### src/rtl/reset_sequencer_pkg.sv
// Shared types and helpers for the reset sequencer and its lock filter.
package reset_sequencer_pkg;

  typedef enum logic [1:0] {
    HOLD      = 2'd0,
    WAIT_LOCK = 2'd1,
    RELEASE   = 2'd2,
    RUN       = 2'd3
  } seq_state_e;

  // Wide enough that every counter can hold its largest terminal value.
  function automatic int unsigned cnt_width(input int unsigned a, input int unsigned b,
                                            input int unsigned c, input int unsigned d);
    int unsigned m;
    m = a;
    if (b > m) m = b;
    if (c > m) m = c;
    if (d > m) m = d;
    return $clog2(m) + 1;
  endfunction

endpackage

### src/rtl/reset_sequencer_lock_filter.sv
// Consecutive-high filter: hit_o marks the cycle the input has been high FILTER cycles running.
module lock_filter
  import reset_sequencer_pkg::*;
#(
  parameter int unsigned FILTER = 4,
  parameter int unsigned CW     = cnt_width(FILTER, 1, 1, 1)
) (
  input  logic clk_i,
  input  logic rst_i,
  input  logic en_i,
  input  logic in_i,
  output logic hit_o
);

  localparam logic [CW-1:0] TERM = CW'(FILTER - 1);

  logic [CW-1:0] cnt_q;

  always_ff @(posedge clk_i) begin
    if (rst_i || !en_i || !in_i) begin
      cnt_q <= '0;
    end else if (cnt_q != TERM) begin
      cnt_q <= cnt_q + CW'(1);
    end
  end

  assign hit_o = en_i & in_i & (cnt_q == TERM);

endmodule

### src/rtl/reset_sequencer.sv
// Releases NUM_STAGES reset domains in index order after a hold and a filtered lock.
module reset_sequencer
  import reset_sequencer_pkg::*;
#(
  parameter int unsigned NUM_STAGES  = 4,
  parameter int unsigned HOLD_CYCLES = 8,
  parameter int unsigned LOCK_FILTER = 4,
  parameter int unsigned STAGE_DELAY = 16
) (
  input  logic                  clk,
  input  logic                  reset,
  input  logic                  lock_in,
  input  logic                  sw_reset_req,
  output logic [NUM_STAGES-1:0] reset_out,
  output logic                  ready
);

  localparam int unsigned CW = cnt_width(NUM_STAGES, HOLD_CYCLES, LOCK_FILTER, STAGE_DELAY);
  localparam logic [CW-1:0] HOLD_TERM  = CW'(HOLD_CYCLES - 1);
  localparam logic [CW-1:0] DELAY_TERM = CW'(STAGE_DELAY - 1);
  localparam logic [CW-1:0] LAST_STAGE = CW'(NUM_STAGES - 1);

  seq_state_e            state_q;
  logic [CW-1:0]         cnt_q;
  logic [CW-1:0]         stage_q;
  logic [NUM_STAGES-1:0] rst_q;
  logic                  ready_q;
  logic                  lock_hit;

  lock_filter #(
    .FILTER (LOCK_FILTER),
    .CW     (CW)
  ) u_lock_filter (
    .clk_i (clk),
    .rst_i (reset),
    .en_i  ((state_q == WAIT_LOCK) && !sw_reset_req),
    .in_i  (lock_in),
    .hit_o (lock_hit)
  );

  always_ff @(posedge clk) begin
    if (reset) begin
      state_q <= HOLD;
      cnt_q   <= '0;
      stage_q <= '0;
      rst_q   <= '1;
      ready_q <= 1'b0;
    end else begin
      case (state_q)
        HOLD: begin
          rst_q   <= '1;
          ready_q <= 1'b0;
          if (sw_reset_req) begin
            cnt_q <= '0;
          end else if (cnt_q == HOLD_TERM) begin
            cnt_q   <= '0;
            state_q <= WAIT_LOCK;
          end else begin
            cnt_q <= cnt_q + CW'(1);
          end
        end
        WAIT_LOCK: begin
          if (sw_reset_req) begin
            state_q <= HOLD;
            cnt_q   <= '0;
          end else if (lock_hit) begin
            state_q <= RELEASE;
            cnt_q   <= '0;
            stage_q <= '0;
          end
        end
        RELEASE, RUN: begin
          // Abort is checked first so it overrides a release landing on the same edge.
          if (sw_reset_req || !lock_in) begin
            state_q <= HOLD;
            cnt_q   <= '0;
            stage_q <= '0;
            rst_q   <= '1;
            ready_q <= 1'b0;
          end else if (state_q == RELEASE) begin
            if (cnt_q == DELAY_TERM) begin
              cnt_q <= '0;
              for (int unsigned i = 0; i < NUM_STAGES; i++) begin
                if (CW'(i) == stage_q) rst_q[i] <= 1'b0;
              end
              if (stage_q == LAST_STAGE) begin
                state_q <= RUN;
                ready_q <= 1'b1;
              end else begin
                stage_q <= stage_q + CW'(1);
              end
            end else begin
              cnt_q <= cnt_q + CW'(1);
            end
          end
        end
        default: state_q <= HOLD;
      endcase
    end
  end

  assign reset_out = rst_q;
  assign ready     = ready_q;

endmodule

### config.mk
export PLATFORM = sky130hd
export DESIGN_NAME = reset_sequencer
export DESIGN_NICKNAME = d
export VERILOG_FILES = /design/src/rtl/reset_sequencer_pkg.sv /design/src/rtl/reset_sequencer_lock_filter.sv /design/src/rtl/reset_sequencer.sv
export SDC_FILE = /design/constraint.sdc
export NUM_CORES = 1
export LEC_CHECK = 0
export ABC_AREA = 1
export BUFFER_PORTS_ARGS = -buffer_cell sky130_fd_sc_hd__buf_2
export CORE_ASPECT_RATIO = 0.7
export CORE_UTILIZATION = 43
export CTS_BUF_LIST = sky130_fd_sc_hd__clkbuf_4
export CTS_CLUSTER_DIAMETER = 50
export CTS_CLUSTER_SIZE = 10
export DETAILED_ROUTE_END_ITERATION = 10
export GPL_ROUTABILITY_DRIVEN = 0
export GPL_TIMING_DRIVEN = 0
export PLACE_DENSITY = 0.66
export SKIP_CTS_REPAIR_TIMING = 1
export SYNTH_ARGS = -nofsm -noshare
export SYNTH_HDL_FRONTEND = slang
export SYNTH_HIERARCHICAL = 1
export SYNTH_SLANG_ARGS = --single-unit
### constraint.sdc
create_clock -name clk -period 2.1 [get_ports clk]
set_input_delay 0.21 -clock clk [delete_from_list [all_inputs] [get_ports clk]]
set_output_delay 0.21 -clock clk [all_outputs]
set_load 0.03 [all_outputs]
==> flow_metrics.tcl <==
set metrics [dict create \
    status "completed" \
    grt_pass1_wl_um 4780 \
    synth_top_area_frac 0.327 \
    syn_nets 212 \
    path_max_fanout 6 \
    dieArea_um2 3360 \
    vias 1231 \
    start_kind "flop" \
    rsz0062_at_grt "no" \
    power_density_nw_per_um2 933 \
    endpoint_kind "flop" \
    core_area_um2 2880 \
    cts-root-buf "clkbuf_4" \
    ios 9 \
    area_growth_pct 7.99 \
    worstPathCellList "ha_1 > inv_1 > nor2_2 > nand2_1 > nor2_1 > inv_1 > o21ai_2 > nand3_2 > inv_2 > nand2_1 > nand2_1 > nor2_1" \
    dieWidth_um 68.9 \
    firstDrtPassIters 4 \
    crit_path_max_incr_delay_ns 0.39 \
    fillCellCount 303 \
    diodes 0 \
    hold_start "reset" \
    ys_seq_elements 22 \
    die_h_um 48.8 \
    synth_cell_type_count 24 \
    required_ns 2.30 \
    netlist_top_cells_count "nand2_1, nor2_1, inv_1" \
    synth_top_area_cell "dfxtp_1" \
    port_buffers 8 \
    drive_above_1_share 0.156 \
    clk_latency_ns 0.31 \
    initial_core_util 0.467 \
    numCtsBuffers 3 \
    r2r-start "u_lock_filter/cnt_q[1]" \
    cp.arrival_ns 2.06 \
    antenna_found_initial 0 \
    cp-startpoint "u_lock_filter/cnt_q[1]" \
    final.setup.tns_ns 0 \
    clockBufferDepth 2 \
    num_rows 16 \
    dpl_worst_slack_ns 0.271 \
    relSlewSlack 0.777 \
    leakage_nw 0.607 \
    synth_area_per_cell_um2 6.73 \
    synth.yosys.seq_area_share 0.327 \
    timing.fmax_ghz 0.538 \
    clock_skew_ns 0.00498 \
    synth-warning-count 6 \
    fin_ws_ns 0.242 \
    nNetsFinal 225 \
    synthFlopType "dfxtp_1" \
    critPathSlowestCell "dfxtp_1" \
    post-route-util 0.504 \
    max-cap-violations 0 \
    crit_top_cell "nand2_1" \
    grtUsageTotal 0.184 \
    vias_per_cell 4.98 \
    ant_nets 0 \
    ctsHtreeMaxLevel 1 \
    routedWlPerCell_um 11.0 \
    fin_crit_sh 0.885 \
    setup_viol 0 \
    final_cells 247 \
    async_reset_ff_frac 0 \
    crit_type "flop to flop" \
    syn_inst 200 \
    fin_crit_ns 1.86 \
    hp-class "input pin to flop" \
    total_power_mw 1.36 \
    first_global_vias 1123 \
    path_clk_slew_ns 0.11 \
    ir_worst_vdd_mv 0.344 \
    drcViolationCount 0 \
    wl_um 2720 \
    post-place-cells 244 \
    synth-edff-count 0 \
    synth_most_common_cell "nand2_1" \
    hold_violations 0 \
    yosys-top-cells-area "dfxtp_1, nand2_1, ha_1, nor2_1, inv_1" \
    grt_max_degree 12 \
    grt-ovfl-total 0 \
    synth_area_um2 1350 \
    clock-sinks 22 \
    cts_tree "built" \
    worst_pin_slew_ns 0.333 \
    maxSlewViolCount 0 \
    dr.first_iter.drc_count 53 \
    post-dp-hpwl_um 2170 \
]
[through the flow]
step                      hold slack, ns  cell area (um^2)
after floorplan                    0.279              1350
after global placement             0.442              1430
after detailed placement           0.453              1430
after CTS                          0.163              1450
after global routing               0.178              1450
final                              0.175              1450
[registers in the layout (all words and copies together) (netlist names)]
signal / count
state_q: 2
cnt_q: 5
stage_q: 5
u_lock_filter/cnt_q: 5
ready: 1
reset_out: 4
[layout by cell type, fill, tap and decap left out]
| cell | Yosys | routed |
|---|---|---|
| nand2_1 | 54 | 54 |
| nand2_2 | 3 | 3 |
| nor2_2 | 2 | 2 |
| a31oi_1 | 1 | 1 |
| nor2_8 | 1 | 1 |
| nand3_1 | 15 | 15 |
| nand3_2 | 2 | 2 |
| o21ai_1 | 1 | 1 |
| o21ai_2 | 2 | 2 |
| or2_2 | 2 | 2 |
| dfxtp_1 | 22 | 22 |
| ha_1 | 8 | 8 |
| nor2_4 | 2 | 2 |
| inv_1 | 23 | 23 |
| o21ai_0 | 6 | 6 |
| inv_2 | 5 | 5 |
| a21oi_1 | 16 | 16 |
| nor3_1 | 1 | 1 |
| nand3_4 | 1 | 1 |
| buf_2 | 1 | 9 |
| xnor2_1 | 1 | 1 |
| nor2_1 | 26 | 26 |
| nand4_1 | 4 | 4 |
| o21bai_4 | 1 | 1 |
| clkbuf_4 | 0 | 3 |
[cell type report]
cell class                 count  area (um^2)  share of cell area
clock buffer                   3         22.5              0.0155
sequential                    22          440               0.303
multi-input combinational    149          796               0.547
timing repair buffer           8         40.0              0.0275
tap                           36         45.0              0.0310
buffer                         1         5.00             0.00344
inverter                      28          105              0.0723
[worst paths after layout]
kind	cells after the start	to	slack, ns
worst max-delay path	12	stage_q[1]	0.24
worst min-delay path	2	ready	0.17
worst max register to register	12	stage_q[1]	0.24
worst min register to register	2	reset_out[0]	0.46
[report_power, final]
group          switching, mW  internal (mW)  leakage (nW)  total (mW)
Combinational          0.408          0.213         0.415       0.620
Clock                  0.120         0.0671        0.0138       0.187
Sequential            0.0666          0.482         0.179       0.549
Total                  0.594          0.762         0.607        1.36
[worst max-delay path, delay by kind of cell (launching register included)]
family	cells	cell delay, ns
flip-flops	1	0.39
buffers and inverters	3	0.27
AO/OA/AOI/OAI	1	0.16
AND/OR/NAND/NOR	7	0.70
adder cells (fa/ha/maj)	1	0.22
[layer usage]
| layer | global-route usage | wire length (um) |
|---|---|---|
| met5 | 0 | 0 |
| met2 | 0.251 | 1070 |
| met3 | 0.0561 | 146 |
| met4 | 0.0204 | 4 |
| met1 | 0.288 | 1510 |
[logic make-up after synthesis]
kind of cell               after synthesis  share of synthesized area
adders and majority gates                8                     0.0744
and+or+nand+nor                        113                      0.393
DFF                                     22                      0.327
buffers and inverters                   29                     0.0818
AOI/OAI and AO/OA                       27                      0.117
xor gates and xnor gates                 1                    0.00651
Power figures use the tool's default switching activity.
